## config.mk

```make
export PLATFORM = sky130hd
export DESIGN_NAME = ps2_event_receiver
export DESIGN_NICKNAME = d
export VERILOG_FILES = /design/src/rtl/ps2_event_receiver.sv
export SDC_FILE = /design/constraint.sdc
export NUM_CORES = 1
export LEC_CHECK = 0
export CAP_MARGIN = 30
export CORE_MARGIN = 8
export CORE_UTILIZATION = 35
export DETAILED_ROUTE_END_ITERATION = 7
export GPL_TIMING_DRIVEN = 0
export PLACE_DENSITY = 0.52
export SLEW_MARGIN = 20
export SYNTH_ARGS = -nofsm -noshare
export SYNTH_HDL_FRONTEND = slang
export SYNTH_SLANG_ARGS = --single-unit
```

## constraint.sdc

```tcl
create_clock -name Clock -period 5.7 [get_ports Clock]
set_clock_uncertainty 0.05 [all_clocks]
set_input_delay 1.14 -clock Clock [delete_from_list [all_inputs] [get_ports Clock]]
set_output_delay 1.14 -clock Clock [all_outputs]
set_load 0.005 [all_outputs]
```

## src/rtl/ps2_event_receiver.sv

```systemverilog
// ps2_event_receiver
//   PS/2 device receiver producing key events into a ready/valid FIFO.
//   Raw PS2Clk/PS2Data are 2-FF synchronised; PS2Clk is deglitched by a
//   run-length filter and its falling edge is the bit sample strobe. Frames
//   (start, 8 data LSB first, odd parity, stop) are checked, stalled frames
//   time out, and F0/E0 prefixes are folded into the event that follows.
//
//   Optional feature macro: PS2_EXT_CODE_EN
//     defined     : E0 prefix sets the extended flag and is not pushed.
//     not defined : E0 is pushed as an ordinary code; EvExt is tied 0.
//
// Ports
//   Clock     in   system clock, rising edge
//   Reset     in   synchronous active-high reset
//   PS2Clk    in   asynchronous PS/2 clock
//   PS2Data   in   asynchronous PS/2 data
//   EvValid   out  FIFO head holds an event
//   EvReady   in   consumer accepts head when EvValid && EvReady
//   EvCode    out  scan code of head event (0 when empty)
//   EvBreak   out  head event is a release
//   EvExt     out  head event is extended
//   FrameErr  out  1-cycle pulse on framing/parity error or timeout
//   Overflow  out  sticky: an event was dropped on a full FIFO
//   Count     out  FIFO occupancy
module ps2_event_receiver #(
  parameter int FILTER_LEN  = 8,
  parameter int TIMEOUT_CYC = 5000,
  parameter int FIFO_DEPTH  = 8,
  parameter int CNT_W       = 4
) (
  input  logic             Clock,
  input  logic             Reset,
  input  logic             PS2Clk,
  input  logic             PS2Data,
  output logic             EvValid,
  input  logic             EvReady,
  output logic [7:0]       EvCode,
  output logic             EvBreak,
  output logic             EvExt,
  output logic             FrameErr,
  output logic             Overflow,
  output logic [CNT_W-1:0] Count
);

  localparam int FLT_W = $clog2(FILTER_LEN + 1);
  localparam int TO_W  = $clog2(TIMEOUT_CYC + 1);
  localparam int PTR_W = $clog2(FIFO_DEPTH);
`ifdef PS2_EXT_CODE_EN
  localparam int ENT_W = 10;
`else
  localparam int ENT_W = 9;
`endif

  typedef enum logic [1:0] {S_IDLE, S_DATA, S_PARITY, S_STOP} state_t;

  // ---------------------------------------------------------------- sync
  logic clk_s1, clk_s2, dat_s1, dat_s2;

  always_ff @(posedge Clock) begin
    if (Reset) begin
      clk_s1 <= 1'b1;
      clk_s2 <= 1'b1;
      dat_s1 <= 1'b1;
      dat_s2 <= 1'b1;
    end else begin
      clk_s1 <= PS2Clk;
      clk_s2 <= clk_s1;
      dat_s1 <= PS2Data;
      dat_s2 <= dat_s1;
    end
  end

  // -------------------------------------------------------------- filter
  // filt_cnt counts consecutive samples differing from the filtered level;
  // the level flips on the FILTER_LEN-th one. A fall raises strobe for one
  // cycle and captures the data bit alongside it.
  logic             filt_clk;
  logic [FLT_W-1:0] filt_cnt;
  logic             strobe;
  logic             smp_bit;

  always_ff @(posedge Clock) begin
    if (Reset) begin
      filt_clk <= 1'b1;
      filt_cnt <= '0;
      strobe   <= 1'b0;
      smp_bit  <= 1'b1;
    end else begin
      strobe <= 1'b0;
      if (clk_s2 == filt_clk) begin
        filt_cnt <= '0;
      end else if (filt_cnt == FLT_W'(FILTER_LEN - 1)) begin
        filt_clk <= clk_s2;
        filt_cnt <= '0;
        if (!clk_s2) begin
          strobe  <= 1'b1;
          smp_bit <= dat_s2;
        end
      end else begin
        filt_cnt <= filt_cnt + 1'b1;
      end
    end
  end

  // ----------------------------------------------------------------- FSM
  state_t          state, state_nx;
  logic [7:0]      shreg;
  logic [2:0]      bitcnt;
  logic            par_bit;
  logic [TO_W-1:0] to_cnt;
  logic            frame_err_nx;
  logic            byte_ok;
  logic            timeout;

  always_ff @(posedge Clock) begin
    if (Reset) state <= S_IDLE;
    else       state <= state_nx;
  end

  always_comb begin
    state_nx     = state;
    frame_err_nx = 1'b0;
    byte_ok      = 1'b0;
    timeout      = 1'b0;
    if (strobe) begin
      case (state)
        S_IDLE: begin
          if (!smp_bit) state_nx = S_DATA;
          else          frame_err_nx = 1'b1;
        end
        S_DATA: begin
          if (bitcnt == 3'd7) state_nx = S_PARITY;
        end
        S_PARITY: state_nx = S_STOP;
        S_STOP: begin
          state_nx = S_IDLE;
          if (smp_bit && (^{shreg, par_bit})) byte_ok = 1'b1;
          else                                frame_err_nx = 1'b1;
        end
        default: state_nx = S_IDLE;
      endcase
    end else if (state != S_IDLE && to_cnt == TO_W'(TIMEOUT_CYC - 1)) begin
      timeout      = 1'b1;
      frame_err_nx = 1'b1;
      state_nx     = S_IDLE;
    end
  end

  always_ff @(posedge Clock) begin
    if (Reset) begin
      shreg    <= '0;
      bitcnt   <= '0;
      par_bit  <= 1'b0;
      to_cnt   <= '0;
      FrameErr <= 1'b0;
    end else begin
      FrameErr <= frame_err_nx;
      if (strobe || state == S_IDLE) to_cnt <= '0;
      else                           to_cnt <= to_cnt + 1'b1;
      if (strobe) begin
        case (state)
          S_IDLE:   bitcnt <= '0;
          S_DATA: begin
            shreg  <= {smp_bit, shreg[7:1]};
            bitcnt <= bitcnt + 1'b1;
          end
          S_PARITY: par_bit <= smp_bit;
          default: ;
        endcase
      end
    end
  end

  // -------------------------------------------------------------- decode
  logic             break_pend;
  logic             is_brk;
  logic             is_ext;
  logic             push;
  logic [ENT_W-1:0] push_data;

  assign is_brk = (shreg == 8'hF0);
`ifdef PS2_EXT_CODE_EN
  logic ext_pend;
  assign is_ext    = (shreg == 8'hE0);
  assign push_data = {ext_pend, break_pend, shreg};
`else
  assign is_ext    = 1'b0;
  assign push_data = {break_pend, shreg};
`endif
  assign push = byte_ok && !is_brk && !is_ext;

  always_ff @(posedge Clock) begin
    if (Reset || timeout) begin
      break_pend <= 1'b0;
`ifdef PS2_EXT_CODE_EN
      ext_pend   <= 1'b0;
`endif
    end else if (byte_ok) begin
      if (is_brk) begin
        break_pend <= 1'b1;
      end else if (is_ext) begin
`ifdef PS2_EXT_CODE_EN
        ext_pend   <= 1'b1;
`endif
      end else begin
        break_pend <= 1'b0;
`ifdef PS2_EXT_CODE_EN
        ext_pend   <= 1'b0;
`endif
      end
    end
  end

  // ---------------------------------------------------------------- FIFO
  logic [ENT_W-1:0] mem [FIFO_DEPTH];
  logic [PTR_W-1:0] wr_ptr, rd_ptr;
  logic             full, pop, push_eff;
  logic [ENT_W-1:0] head;

  assign EvValid  = (Count != '0);
  assign full     = (Count == CNT_W'(FIFO_DEPTH));
  assign pop      = EvValid && EvReady;
  // A full FIFO still accepts a push when the head leaves in the same cycle.
  assign push_eff = push && (!full || pop);
  assign head     = mem[rd_ptr];

  always_ff @(posedge Clock) begin
    if (push_eff) mem[wr_ptr] <= push_data;
  end

  always_ff @(posedge Clock) begin
    if (Reset) begin
      wr_ptr   <= '0;
      rd_ptr   <= '0;
      Count    <= '0;
      Overflow <= 1'b0;
    end else begin
      if (push_eff) wr_ptr <= wr_ptr + 1'b1;
      if (pop)      rd_ptr <= rd_ptr + 1'b1;
      case ({push_eff, pop})
        2'b10:   Count <= Count + 1'b1;
        2'b01:   Count <= Count - 1'b1;
        default: ;
      endcase
      if (push && !push_eff) Overflow <= 1'b1;
    end
  end

  assign EvCode  = EvValid ? head[7:0] : '0;
  assign EvBreak = EvValid & head[8];
`ifdef PS2_EXT_CODE_EN
  assign EvExt   = EvValid & head[9];
`else
  assign EvExt   = 1'b0;
`endif

endmodule

```

* Yosys cells after proc, flatten, opt, wreduce, memory -nomap -nowiden
Memory sizes are Yosys's and may differ from the RTL's. A register that Yosys moved wholly into a read port is not among the register bits.
Index checks and enable logic that the tools add are counted.
** Storage, ports and cells
- Register bits :: 51
- Memory bits (writable) :: 72
- Bits of input ports :: 5
- Word-level logic and storage cells :: 95
- Memories :: 1
** Memories
- mem :: words 8, bits a word 9, read ports 1, clocked after Yosys merged registers in 1, write ports 1, line 215 : logic [ENT_W-1:0] mem [FIFO_DEPTH];
** Cells by class
- Add/subtract/negate cells :: 7
- Equal/unequal tests :: 13
- Mux-type cells :: 23
- Bitwise operators :: 4
- Reductions and logical operators :: 28
** Operator list (number)
- $add 13x1->13 const B :: 1
- $eq 13x13->1 const B :: 1
- $mux 1 :: 12
- $add 3x1->3 const B :: 3
- $reduce_xor 9->1 :: 1
- $add 4x1->4 const B :: 2
- $eq 8x8->1 const B :: 1
- $mux 2 :: 4
- $mux 8 :: 1
- $pmux 2 s4 :: 1
- $pmux 4 s2 :: 1
- $reduce_and 2->1 :: 4
- $reduce_bool 2->1 :: 4
- $eq 2x2->1 const B :: 3
- $logic_and 1x1->1 :: 6
- $mux 3 :: 2
- $ne 3x3->1 const B :: 2
- $pmux 3 s2 :: 1
- $reduce_and 3->1 :: 2
- $reduce_or 3->1 :: 2
- $eq 2x1->1 const B :: 2
- $eq 4x3->1 const B :: 1
- $eq 4x4->1 const B :: 1
- $reduce_bool 4->1 :: 1
- 10 further kinds :: 16

* Longest topological paths before layout
- Depth after elaboration :: 9
- Mapped depth :: 13

* Worst setup path after synthesis
Ideal clock, no wire load.
- Path type :: input-to-reg
- Start :: input port EvReady
- End :: register Count[3]
- Arrival :: 2.847 ns
- Required time :: 5.529 ns
- Path slack :: 2.683 ns
- Stages on the path :: 10
- Cell sequence :: inv_1 nor2_1 nand2_1 inv_1 ha_1 a21o_1 a21oi_1 nor3_1 mux2i_1 mux2_2
** Between the ends
- Cells in the longest elaborated chain, start to end :: 5
- Elaborated cells between the ends (all ways) :: 7
- Those cells by class :: eq/ne: 2; mux: 1; reduce/logical: 4
** Ends and longest elaborated chain
- from (decl) :: line 36 : input logic EvReady,
- $logic_and 1x1->1 (*) :: line 222 : assign pop = EvValid && EvReady;
- $logic_or 1x1->1 :: line 224 : assign push_eff = push && (!full || pop);
- $logic_and 1x1->1 :: line 224
- $eq 2x1->1 / $eq 2x2->1 (equally long branches) :: line 240 : case ({push_eff, pop})
- $pmux 4 s2 / $reduce_bool 2->1 (equally long branches)
- to (signal assigned) :: line 241 : 2'b10: Count <= Count + 1'b1;
- to (signal assigned) :: line 242 : 2'b01: Count <= Count - 1'b1;
- to (decl) :: line 42 : output logic [CNT_W-1:0] Count
Every way passes the cells marked *; elsewhere a longest branch is shown, timed or not.
A chain may end at the register's enable or synchronous reset.

==> impl_metrics.py <==
metrics = {
    "layout": {
        "drive_gt1_share_pct": 16.7,
        "area_growth_pct": 20.6,
        "n_fill_cell": 1386,
        "fin_cells": 648,
        "antenna-diode-count": 0,
        "nNetsFinal": 466,
    },
    "clock_network": {
        "cts_setup_buffers": 0,
        "cts.sinks": 126,
        "cts_tree": "done",
        "htree_num_levels": 4,
        "cts_root_buffer": "clkbuf_16",
        "cts_buffers": 17,
        "clk_pin_slew_ps": 60,
        "clock_path_buffers": 2,
        "cts_hold_buf": 0,
        "insertion_delay_ps": 410,
        "ctsResizeCount": 0,
    },
    "worst_setup_path": {
        "r2r_end": "Count[3]",
        "crit_path_top_delay_cell": "clkbuf_1",
        "reg2reg_depth": 12,
        "rrSetupSlack_ps": 2270,
        "crit_fanout": 10,
        "crit_type": "reg2out",
        "arrival_ps": 2910,
        "path_buf_inv": 3,
        "crit_family": "buffers and inverters",
        "crit_required_ps": 4510,
        "r2r_start": "shreg[6]",
        "cp-end-kind": "primary output",
        "cp-start-kind": "register",
        "crit_path_cell_trace": "buf_1, clkbuf_1, mux4_2, mux2i_1, nor2_1, clkdlybuf4s50_1",
        "slowest_delay_ps": 550,
    },
    "min_path": {
        "min_path_type": "reg2reg",
        "min_to": "clk_s2",
        "worstHoldStart": "clk_s1",
        "hold_depth": 1,
    },
    "job": {
        "maxCapViolCount": 0,
    },
    "timing": {
        "finalSetupTns_ps": 0,
        "rsz0062_at_grt": "no",
        "timing.final.hold_violations": 0,
        "fmax_mhz": 244,
        "worst_slack_ps": 1600,
        "drv_slew": 0,
        "max_slew.worst_pin.slew_ps": 849,
        "whs_ps": 360,
        "slew_headroom_pct": 43.2,
        "setup_viol": 0,
        "timing.final.crit_period_ps": 4100,
        "timing.final.crit_share_pct": 72.0,
    },
    "global_route": {
        "grt_start_max_net_pins": 17,
        "grt_usage_pct": 11.2,
        "grt_pass1_vias": 3271,
        "grt_pass1_wl_um": 16900,
        "antenna_found_initial": 0,
        "grt_overflow_total": 0,
    },
    "drt": {
        "ant_nets": 0,
        "route.detailed.drc": 0,
        "wire_per_inst_um": 16.1,
        "drt_pre_antenna_iters": 4,
        "via_per_inst": 5.02,
        "drt-initial-drc-count": 111,
        "vias": 3252,
        "drt-total-wl_um": 10500,
    },
    "synthesis": {
        "synth_cells": 403,
        "synth.cell_area_um2": 5290,
        "ys_seq_area_share_pct": 61.3,
        "synth_cell_types": 52,
        "synthArstFlopShare_pct": 0,
        "syn_area_per_cell_um2": 13.1,
        "synth-edff-count": 72,
        "synth-seq-cells": 126,
        "syn_nets": 422,
        "synthFlopType": "edfxtp_1",
        "yosys_warnings": 0,
    },
    "floorplanning": {
        "core_area_um2": 15000,
        "initial_utilization_pct": 35.3,
        "die_area_um2": 19300,
        "die-width_um": 139,
        "pin_count": 22,
        "rows": 45,
        "die_h_um": 139,
    },
    "power_and_ir_drop": {
        "power_density_nw_per_um2": 321,
        "p_comb_share_pct": 0.7,
        "ir_drop_mv": 0.208,
        "swShare_pct": 19.8,
        "seqPwrFrac_pct": 46.5,
        "intPower_mw": 1.64,
        "finalPower_mw": 2.05,
        "leakage_nw": 2.17,
        "power_switching_mw": 0.406,
        "clock_power_share_pct": 52.8,
    },
    "place": {
        "port_buffers": 20,
        "hpwl_um": 6970,
        "pre_cts_ws_ps": 1740,
        "place.gp.congestion": 0.753,
        "dp.cells": 615,
    },
    "outcome": {
        "status": "finished clean",
    },
}
-- registers in the layout, summed over array words and instances (netlist names), 2 cells and up, named ones only --
register	cells
rd_ptr	3
filt_cnt	4
state	2
shreg	8
bitcnt	3
Count	4
to_cnt	13
wr_ptr	3
mem	72
-- cells by family after synthesis --
logic type | synth area share (%)
AND/OR/NAND/NOR | 13.2
flip-flops | 61.3
AO/OA/AOI/OAI | 4.52
multiplexers | 10.7
buffers and inverters | 2.20
XOR/XNOR | 4.45
adder cells (fa/ha/maj) | 3.45
other | 0.0709
-- worst max-delay path by stage --
| stage | start | to | slack [ps] | cells after the start |
|---|---|---|---|---|
| after global routing | register | EvCode[7] | 1400 | 6 |
| final | register | EvCode[2] | 1600 | 6 |
| after floorplan | EvReady | Count[3] | 2680 | 10 |
| after CTS | register | EvCode[2] | 1520 | 6 |
| after global placement | EvReady | mem[0][6] | 1600 | 5 |
| after detailed placement | EvReady | Count[3] | 1740 | 11 |
-- routing by layer --
metal	track usage, %	share of wire (%)	up-vias
li1	-	-	1581
met3	3.51	3.7	17
met1	12.8	44	1607
met4	3.99	1.3	0
met5	0	0	-
met2	19.5	51	47
-- cell usage after synthesis, drive strengths merged, types with 3 or more instances --
master  instances  share of area [%]
a21oi          19                1.8
nor2           43                3.1
ha             13                3.1
nor4            3               0.35
mux2i          11                2.2
dfxtp          54                 20
o21ai           7               0.66
or3             3               0.45
and2            3               0.35
inv            12               0.85
xnor2           8                1.3
nor3b           5               0.90
mux4           18                7.7
xor2           11                1.8
mux2            4               0.92
edfxtp         72                 41
nand4          13                1.5
nand2          31                2.2
and3            3               0.35
clkbuf          9               0.64
nand3          16                1.5
nor3            6               0.57
or2             4               0.47
buf             7               0.64
-- layout make-up --
| cell class | count | area, µm² | area share (%) |
|---|---|---|---|
| Tap cell | 188 | 235 | 3.69 |
| Sequential cell | 126 | 3240 | 50.8 |
| Timing Repair Buffer | 25 | 238 | 3.73 |
| Multi-Input combinational cell | 248 | 1950 | 30.5 |
| Buffer | 16 | 67.6 | 1.06 |
| Clock inverter | 15 | 173 | 2.71 |
| Inverter | 13 | 48.8 | 0.765 |
| Clock buffer | 17 | 425 | 6.67 |
-- power by group through the flow --
stage / sequential (mW) / clock [mW] / combinational, mW
global placement: 0.972 / 0 / 0.0144
finish: 0.953 / 1.08 / 0.0145
floorplan: 0.972 / 0 / 0.00805
CTS: 0.953 / 1.10 / 0.0147
global route: 0.953 / 1.14 / 0.0162
detailed placement: 0.972 / 0 / 0.0147
-- metrics by stage --
| step | util, % | cell area (µm²) |
|---|---|---|
| global placement | 38.2 | 5720 |
| detailed placement | 38.5 | 5770 |
| global route | 42.6 | 6380 |
| floorplan | - | 5290 |
| CTS | 42.5 | 6370 |
| finish | 42.6 | 6380 |
-- layout by cell type (no fill, tap or decap), drive strengths merged, types with 12 or more instances in the layout --
cell	synthesis	final
edfxtp	72	72
nor2	43	43
nand4	13	13
nand2	31	31
mux4	18	18
buf	7	12
clkbuf	9	26
clkdlybuf4s50	0	20
ha	13	13
dfxtp	54	54
a21oi	19	19
inv	12	12
nand3	16	16
Power figures use the tool's default switching activity.
